## src/rtl/lcd_bus_decoder.sv

```systemverilog
// HD44780-style 4-bit LCD bus receiver with a 2-line character mirror.
// Decodes nibble strobes into bytes and executes the driver command subset.
module lcd_bus_decoder #(
   parameter int unsigned LINE_LEN   = 16,
   parameter logic [7:0]  CLEAR_CHAR = 8'h20
) (
   input  logic       clk,
   input  logic       rst_n,
   input  logic       LCD_RS,
   input  logic       LCD_W,
   input  logic       LCD_E,
   input  logic       lcd0,
   input  logic       lcd1,
   input  logic       lcd2,
   input  logic       lcd3,
   input  logic [4:0] rd_addr,
   output logic [7:0] rd_data,
   output logic [6:0] cur_addr,
   output logic       four_bit,
   output logic       display_on,
   output logic       busy,
   output logic       cmd_valid,
   output logic [7:0] cmd_byte,
   output logic       err
);

   typedef enum logic {PH_HI, PH_LO} phase_t;

   localparam logic [6:0] L1_END  = 7'(LINE_LEN - 1);
   localparam logic [6:0] L2_BEG  = 7'h40;
   localparam logic [6:0] L2_END  = 7'(64 + LINE_LEN - 1);
   localparam logic [4:0] L2_BASE = 5'(LINE_LEN);

   logic       r_e_d;
   phase_t     r_phase;
   logic [3:0] r_hi;
   logic       r_hi_rs;
   logic       r_exec;
   logic       r_x_rs;
   logic [7:0] r_x_byte;
   logic [6:0] r_cur_addr;
   logic       r_inc;
   logic       r_four_bit;
   logic       r_disp;
   logic       r_busy;
   logic [4:0] r_fill;
   logic       r_cmd_valid;
   logic [7:0] r_cmd_byte;
   logic       r_err;
   logic [7:0] r_rd;
   logic [7:0] r_buf [0:2*LINE_LEN-1];

   logic [3:0] w_nib;
   logic       w_strobe;
   logic       w_wstb;
   logic [6:0] w_set_addr;
   logic       w_set_ok;
   logic       w_we;
   logic [4:0] w_widx;
   logic [7:0] w_wdata;

   function automatic logic [4:0] f_index(input logic [6:0] a);
      return a[6] ? 5'(a - L2_BEG) + L2_BASE : 5'(a);
   endfunction

   // Cursor walks line 1 then line 2 as one ring, in either direction.
   function automatic logic [6:0] f_step(input logic [6:0] a,
                                         input logic       inc);
      if (inc) begin
         if (a == L1_END) return L2_BEG;
         if (a == L2_END) return 7'h00;
         return a + 7'd1;
      end
      if (a == 7'h00) return L2_END;
      if (a == L2_BEG) return L1_END;
      return a - 7'd1;
   endfunction

   assign w_nib      = {lcd3, lcd2, lcd1, lcd0};
   assign w_strobe   = r_e_d & ~LCD_E;
   assign w_wstb     = w_strobe & ~LCD_W;
   assign w_set_addr = r_x_byte[6:0];
   assign w_set_ok   = (w_set_addr <= L1_END) ||
                       (w_set_addr >= L2_BEG && w_set_addr <= L2_END);

   always_ff @(posedge clk or negedge rst_n) begin
      if (!rst_n) begin
         r_e_d       <= 1'b0;
         r_phase     <= PH_HI;
         r_hi        <= 4'h0;
         r_hi_rs     <= 1'b0;
         r_exec      <= 1'b0;
         r_x_rs      <= 1'b0;
         r_x_byte    <= 8'h00;
         r_cur_addr  <= 7'h00;
         r_inc       <= 1'b1;
         r_four_bit  <= 1'b0;
         r_disp      <= 1'b0;
         r_busy      <= 1'b0;
         r_fill      <= 5'd0;
         r_cmd_valid <= 1'b0;
         r_cmd_byte  <= 8'h00;
         r_err       <= 1'b0;
      end else begin
         r_e_d       <= LCD_E;
         r_exec      <= 1'b0;
         r_cmd_valid <= 1'b0;
         if (r_busy) begin
            r_fill <= r_fill + 5'd1;
            if (r_fill == 5'd31) begin
               r_busy     <= 1'b0;
               r_cur_addr <= 7'h00;
               r_inc      <= 1'b1;
            end
         end
         if (w_wstb) begin
            if (r_busy) begin
               r_err <= 1'b1;
            end else if (!r_four_bit) begin
               if (!LCD_RS && w_nib == 4'h2) begin
                  r_four_bit <= 1'b1;
                  r_exec     <= 1'b1;
                  r_x_rs     <= 1'b0;
                  r_x_byte   <= 8'h20;
               end else if (LCD_RS || w_nib != 4'h3) begin
                  r_err <= 1'b1;
               end
            end else if (r_phase == PH_HI) begin
               r_hi    <= w_nib;
               r_hi_rs <= LCD_RS;
               r_phase <= PH_LO;
            end else begin
               r_phase <= PH_HI;
               if (LCD_RS != r_hi_rs) begin
                  r_err <= 1'b1;
               end else begin
                  r_exec   <= 1'b1;
                  r_x_rs   <= LCD_RS;
                  r_x_byte <= {r_hi, w_nib};
               end
            end
         end
         if (r_exec) begin
            if (r_x_rs) begin
               r_cur_addr <= f_step(r_cur_addr, r_inc);
            end else begin
               r_cmd_valid <= 1'b1;
               r_cmd_byte  <= r_x_byte;
               priority case (1'b1)
                  r_x_byte[7]: begin
                     if (w_set_ok) r_cur_addr <= w_set_addr;
                     else          r_err      <= 1'b1;
                  end
                  r_x_byte[6], r_x_byte[5], r_x_byte[4]: begin
                  end
                  r_x_byte[3]: r_disp     <= r_x_byte[2];
                  r_x_byte[2]: r_inc      <= r_x_byte[1];
                  r_x_byte[1]: r_cur_addr <= 7'h00;
                  r_x_byte[0]: begin
                     r_busy <= 1'b1;
                     r_fill <= 5'd0;
                  end
                  default: r_err <= 1'b1;
               endcase
            end
         end
      end
   end

   always_comb begin
      w_we    = 1'b0;
      w_widx  = r_fill;
      w_wdata = CLEAR_CHAR;
      if (r_busy) begin
         w_we = 1'b1;
      end else if (r_exec && r_x_rs) begin
         w_we    = 1'b1;
         w_widx  = f_index(r_cur_addr);
         w_wdata = r_x_byte;
      end
   end

   always_ff @(posedge clk) begin
      if (w_we) r_buf[w_widx] <= w_wdata;
   end

   always_ff @(posedge clk or negedge rst_n) begin
      if (!rst_n) r_rd <= 8'h00;
      else        r_rd <= r_buf[rd_addr];
   end

   assign rd_data    = r_rd;
   assign cur_addr   = r_cur_addr;
   assign four_bit   = r_four_bit;
   assign display_on = r_disp;
   assign busy       = r_busy;
   assign cmd_valid  = r_cmd_valid;
   assign cmd_byte   = r_cmd_byte;
   assign err        = r_err;

endmodule

```

## config.mk

```make
export PLATFORM = sky130hd
export DESIGN_NAME = lcd_bus_decoder
export DESIGN_NICKNAME = d
export VERILOG_FILES = /design/src/rtl/lcd_bus_decoder.sv
export SDC_FILE = /design/constraint.sdc
export NUM_CORES = 1
export LEC_CHECK = 0
export ABC_AREA = 1
export CORE_ASPECT_RATIO = 0.7
export CORE_MARGIN = 10
export CORE_UTILIZATION = 47
export DETAILED_ROUTE_END_ITERATION = 10
export SYNTH_ARGS = -nofsm -noshare
export SYNTH_HDL_FRONTEND = slang
export SYNTH_SLANG_ARGS = --single-unit
```

## constraint.sdc

```tcl
create_clock -name clk -period 6.5 [get_ports clk]
set_clock_uncertainty 0.1 [all_clocks]
set_input_delay 1.3 -clock clk [delete_from_list [all_inputs] [get_ports clk]]
set_output_delay 1.3 -clock clk [all_outputs]
set_load 0.03 [all_outputs]
```

==> results of run 1 <==
-- Yosys cell counts, drive strengths merged --
library cell	instances
o211ai	3
and3	1
edfxtp	256
dfrtp	50
nor2	64
o21bai	2
xnor2	3
a21oi	7
a22oi	1
buf	44
inv	48
nand4	4
nand3	213
o21ai	41
ha	4
nor3	7
a31oi	1
nand2	475
clkbuf	18
o31ai	1
xor2	2
dfstp	1
-- tightest hold or removal path, delay by kind of cell (launching register included) --
| kind | cells | cell delay [ns] |
|---|---|---|
| AND/OR/NAND/NOR | 2 | 0.10 |
| flip-flops | 1 | 0.34 |
-- through the flow --
step,power (mW),setup slack [ns]
floorplan,2.791,4.153
finish,4.681,2.977
global placement,3.046,2.806
CTS,4.704,2.948
global route,4.883,2.887
detailed placement,3.053,2.778
-- final cells by class --
| cell class | count | share of cell area, % |
|---|---|---|
| Clock inverter | 15 | 0.7577 |
| Inverter | 48 | 1.251 |
| Tap cell | 364 | 3.099 |
| Timing Repair Buffer | 56 | 3.474 |
| Sequential cell | 307 | 61.00 |
| Multi-Input combinational cell | 829 | 24.83 |
| Clock buffer | 41 | 5.593 |
-- power breakdown --
part           total, mW  switching, mW  leakage (nW)  internal, mW
Combinational      0.697          0.469          2.03         0.228
Clock               1.66          0.734         0.458         0.925
Sequential          2.32          0.118          3.55          2.21
-- state kept, by name, indices dropped and copies added, names as in the netlist --
name,flops
busy,1
cmd_byte,8
cmd_valid,1
cur_addr,7
display_on,1
err,1
four_bit,1
r_buf,256
r_e_d,1
r_exec,1
r_fill,5
r_hi,4
r_hi_rs,1
r_inc,1
r_phase,1
r_x_byte,8
r_x_rs,1
rd_data,8
-- path summary, 6_finish.rpt --
| path | from | to | slack (ns) | cells after the start |
|---|---|---|---|---|
| min reg2reg | cmd_byte[3] | cmd_byte[3] | 0.37 | 2 |
| max in group asynchronous | rst_n | rd_data[4] | 5.04 | 2 |
| min | cmd_byte[3] | cmd_byte[3] | 0.37 | 2 |
| max reg2reg | busy | r_buf[13][1] | 3.52 | 4 |
| min in group asynchronous | rst_n | display_on | 0.75 | 2 |
| max | busy | busy | 2.98 | 1 |
-- cells by family (layout without fill, tap and decap cells) --
kind of cell | count (synthesis) | in the layout | share of synthesized area [%]
adder cells (fa/ha/maj) | 4 | 4 | 0.3829
buffers and inverters | 110 | 160 | 3.647
AO/OA/AOI/OAI | 56 | 56 | 2.431
flip-flops | 307 | 307 | 68.58
XOR/XNOR | 5 | 5 | 0.3351
AND/OR/NAND/NOR | 764 | 764 | 24.63
-- metal layers --
layer	track usage [%]	wire length, microns	vias up	share of wire, %
li1	-	-	4281	-
met1	30.70	16570	4372	49
met2	26.22	14020	321	42
met3	3.640	2482	40	7.4
met4	3.782	542	0	1.6
met5	0	0	-	0
==> results.py, run 1 <==
metrics = {
    "setup_path": {
        "crit_family": "buffers and inverters",
        "critical_path_required_ns": 5.10,
        "startpoint_type": "flip-flop",
        "cp_slowest_cell": "clkdlybuf4s50_1",
        "critPathBufInv": 1,
        "slowest_delay_ns": 0.80,
        "path_cells": "clkdlybuf4s50_1",
        "criticalPathCategory": "reg2out",
        "worstPathMaxFanout": 12,
        "worstPathArrival_ns": 2.12,
        "cp-end-kind": "primary output",
    },
    "synth": {
        "synthesis.nets": 1264,
        "synth_top_area_share_pct": 58.81,
        "synthDistinctLibCells": 33,
        "yosysSeqAreaShare_pct": 68.58,
        "syn_inst": 1246,
        "synth_seq_cells": 307,
        "yosysWarnings": 0,
        "syn_avg_cell_area_sq_um": 10.49,
        "yosysTopAreaCell": "edfxtp_1",
        "synth_area_leaders": "edfxtp_1 59%, nand2_1 13%, dfrtp_1 9.6%",
        "syn_area_sq_um": 13070,
    },
    "run_status": {
        "status": "finished clean",
    },
    "sta": {
        "rsz0062_at_grt": "no",
        "fmax_mhz": 283.9,
        "max_slew.worst_pin.slew_ns": 1.105,
        "timing.hold.ws_ns": 0.3698,
        "finalSetupTns_ns": 0,
        "fin_crit_sh_pct": 54.20,
        "setup_violations": 0,
        "relSlewSlack_pct": 26.27,
        "hold_violations": 0,
        "period_needed_ns": 3.523,
        "finalMaxSlewViolations": 0,
    },
    "floorplanning": {
        "rows": 50,
        "fp.dieW_microns": 219.3,
        "coreArea_sq_um": 27090,
        "die_area_sq_um": 34990,
        "initial_core_util_pct": 48.26,
        "pin_count": 42,
        "die_h_microns": 159.5,
    },
    "cells_and_area": {
        "layout-drive-gt1-share_pct": 6.944,
        "final_core_util_pct": 54.25,
        "layout_commonest_cell": "nand2_1",
        "final_nets": 1290,
        "design_area_sq_um": 14700,
        "mostFrequentLayoutCells": "470 x nand2_1, 256 x edfxtp_1, 208 x nand3_1",
        "multi_input_area_sq_um": 3649,
        "areaGrowthSynthToFinish_pct": 12.42,
        "final_cell_count_no_fill": 1660,
        "diodes": 0,
        "fillers": 2408,
        "regArea_sq_um": 8965,
    },
    "drt": {
        "dr.pass1.iters": 7,
        "drtAntennaViolNets": 0,
        "wl_per_cell_microns": 20.25,
        "totalWireLength_microns": 33610,
        "drc": 0,
        "vias": 9014,
        "via_per_inst": 5.430,
        "drt_iter0_markers": 999,
    },
    "global_routing": {
        "grt_pass1_vias": 8467,
        "antenna_found_initial": 0,
        "grt_max_degree": 96,
        "grt_overflow_total": 0,
        "track_usage_pct": 19.23,
        "grt_pass1_wl_microns": 52490,
    },
    "clock_tree": {
        "cts_tree": "done",
        "cts_buffers": 30,
        "clk_latency_ns": 0.57,
        "postCtsSetupBuffers": 0,
        "cts.path.max_buffers": 3,
        "clk_pin_slew_ns": 0.07,
        "cts_resized": 0,
        "cts_num_sinks": 307,
        "hold_buffers": 0,
        "cts_max_level": 1,
        "clock-root-buffer": "clkbuf_16",
    },
    "placement": {
        "port_buffers": 41,
        "dp_hpwl_microns": 20630,
        "dp_cells": 1604,
        "gp_congestion": 0.8524,
        "placed_cell_area_sq_um": 13760,
    },
    "power_and_ir_drop": {
        "power.density_nw_per_um2": 318.5,
        "ir_worst_vdd_uv": 239.8,
        "p_leak_nw": 6.040,
    },
    "worst_hold_path": {
        "hold_class": "reg2reg",
    },
    "run": {
        "maxCapViolCount": 0,
    },
}
Note: power is estimated with default switching activity, not from simulation.
==> run 2, diff against run 1 <==
--- a/config.mk
+++ b/config.mk
@@ -10,6 +10,7 @@
 export CORE_MARGIN = 10
 export CORE_UTILIZATION = 47
 export DETAILED_ROUTE_END_ITERATION = 10
+export PLACE_DENSITY = 0.66
 export SYNTH_ARGS = -nofsm -noshare
 export SYNTH_HDL_FRONTEND = slang
 export SYNTH_SLANG_ARGS = --single-unit
==> constraint.sdc (replaced) <==
create_clock -name clk -period 2.9 [get_ports clk]
set_clock_uncertainty 0.1 [all_clocks]
set_input_delay 0.58 -clock clk [delete_from_list [all_inputs] [get_ports clk]]
set_output_delay 0.58 -clock clk [all_outputs]
set_load 0.03 [all_outputs]
==> run 2 against run 1 <==
Net effect:
- flip-flop and latch count unchanged
- register-to-register slack worse by 3.1 ns
- largest cell class unchanged
- critical endpoint unchanged
- global-route usage down 1.1 points
- core utilization up 1.3 points
- design area up 2.4%
- worst setup slack worse by 2.7 ns
==> results.py, run 2 (synthesis gave the netlist of run 1 again) <==
metrics = {
    "run_status": {
        "status": "finished clean",
    },
    "clock_tree": {
        "cts_tree": "done",
        "clk_pin_slew_ns": 0.06,
        "clk_latency_ns": 0.55,
        "clock-root-buffer": "clkbuf_16",
        "hold_buffers": 0,
        "cts_num_sinks": 307,
        "cts.path.max_buffers": 3,
        "cts_resized": 0,
        "cts_buffers": 29,
        "cts_max_level": 1,
        "postCtsSetupBuffers": 0,
    },
    "cells_and_area": {
        "multi_input_area_sq_um": 3649,
        "layout_commonest_cell": "nand2_1",
        "layout-drive-gt1-share_pct": 9.105,
        "mostFrequentLayoutCells": "470 x nand2_1, 256 x edfxtp_1, 208 x nand3_1",
        "largest_reg_flops": 256,
        "areaGrowthSynthToFinish_pct": 15.14,
        "fillers": 2345,
        "regArea_sq_um": 8965,
        "diodes": 0,
        "regMostFlops": "r_buf",
        "final_cell_count_no_fill": 1693,
        "final_nets": 1325,
    },
    "setup_path": {
        "r2r-start": "r_exec",
        "criticalPathCategory": "reg2out",
        "worstPathArrival_ns": 1.94,
        "path_depth": 2,
        "startpoint": "busy",
        "slowest_delay_ns": 0.69,
        "cp_slowest_cell": "clkdlybuf4s50_1",
        "r2r-end": "r_buf[3][3]",
        "crit_family": "buffers and inverters",
        "r2r_slack_ns": 0.47,
        "cp-end-kind": "primary output",
        "critPathBufInv": 2,
        "startpoint_type": "flip-flop",
        "endpoint": "busy",
        "path_cells": "buf_4, clkdlybuf4s50_1",
        "critical_path_required_ns": 2.22,
        "worstPathMaxFanout": 10,
        "rr_worst_depth": 6,
    },
    "floorplanning": {
        "die_area_sq_um": 34990,
        "rows": 50,
        "initial_core_util_pct": 48.26,
        "coreArea_sq_um": 27090,
        "pin_count": 42,
        "die_h_microns": 159.5,
        "fp.dieW_microns": 219.3,
    },
    "sta": {
        "period_needed_ns": 2.615,
        "fmax_mhz": 382.4,
        "hold_violations": 0,
        "timing.hold.ws_ns": 0.05081,
        "relSlewSlack_pct": 52.46,
        "finalMaxSlewViolations": 0,
        "setup_ws_ns": 0.2847,
        "setup_violations": 0,
        "rsz0062_at_grt": "no",
        "fin_crit_sh_pct": 90.18,
        "max_slew.worst_pin.slew_ns": 0.7104,
        "finalSetupTns_ns": 0,
    },
    "drt": {
        "drt_iter0_markers": 894,
        "wl_per_cell_microns": 19.01,
        "vias": 9114,
        "drtAntennaViolNets": 0,
        "dr.pass1.iters": 5,
        "via_per_inst": 5.383,
        "drc": 0,
        "totalWireLength_microns": 32180,
    },
    "power_and_ir_drop": {
        "power.density_nw_per_um2": 706.3,
        "ir_worst_vdd_uv": 490.7,
        "p_leak_nw": 6.261,
    },
    "placement": {
        "dp_slack_ns": 0.5302,
        "port_buffers": 41,
        "gp_congestion": 0.8948,
        "dp_hpwl_microns": 19380,
        "dp_cells": 1640,
    },
    "global_routing": {
        "grt_overflow_total": 0,
        "track_usage_pct": 18.16,
        "grt_pass1_vias": 8696,
        "antenna_found_initial": 0,
        "grt_max_degree": 129,
        "grt_pass1_wl_microns": 50580,
    },
    "run": {
        "maxCapViolCount": 0,
    },
    "worst_hold_path": {
        "hold_class": "in2async",
    },
}
run 2: final cells by class:
| type | instances | share of cell area [%] |
|---|---|---|
| timing repair buffer | 92 | 5.603 |
| sequential | 307 | 59.56 |
| multi-input combinational | 829 | 24.24 |
| clock inverter | 16 | 1.330 |
| tap | 364 | 3.026 |
| clock buffer | 37 | 5.021 |
| inverter | 48 | 1.222 |
run 2: metrics by stage:
step           util (%)  cell area [sq um]  power [mW]
4_1_cts           55.57              15050       10.68
3_5_place_dp      52.04              14100       6.844
2_1_floorplan         -              13070       6.256
5_1_grt           55.57              15050       11.08
6_report          55.57              15050       10.63
3_3_place_gp      52.04              14100       6.813
run 2: metal layers:
layer | routed length, microns | vias up | GRT usage, %
li1 | - | 4349 | -
met1 | 15270 | 4418 | 27.90
met2 | 13760 | 299 | 26.21
met3 | 2545 | 48 | 2.938
met4 | 601 | 0 | 4.001
met5 | 0 | - | 0
run 2: how the worst min path moves through the flow:
stage | from | to | slack (ns) | cells past startpoint
detailed placement | cmd_byte[3] | cmd_byte[3] | 0.36 | 2
CTS | rst_n | cur_addr[5] | 0.08 | 2
global route | rst_n | cmd_byte[1] | 0.13 | 2
finish | rst_n | cmd_byte[0] | 0.05 | 2
floorplan | rst_n | busy | 0.18 | 0
global placement | cmd_byte[3] | cmd_byte[3] | 0.36 | 2
run 2: where the power goes:
| group | internal, mW | total (mW) | switching, mW |
|---|---|---|---|
| registers | 4.95 | 5.18 | 0.237 |
| logic | 0.535 | 1.59 | 1.05 |
| clock network | 2.28 | 3.86 | 1.59 |
| total | 7.76 | 10.6 | 2.87 |
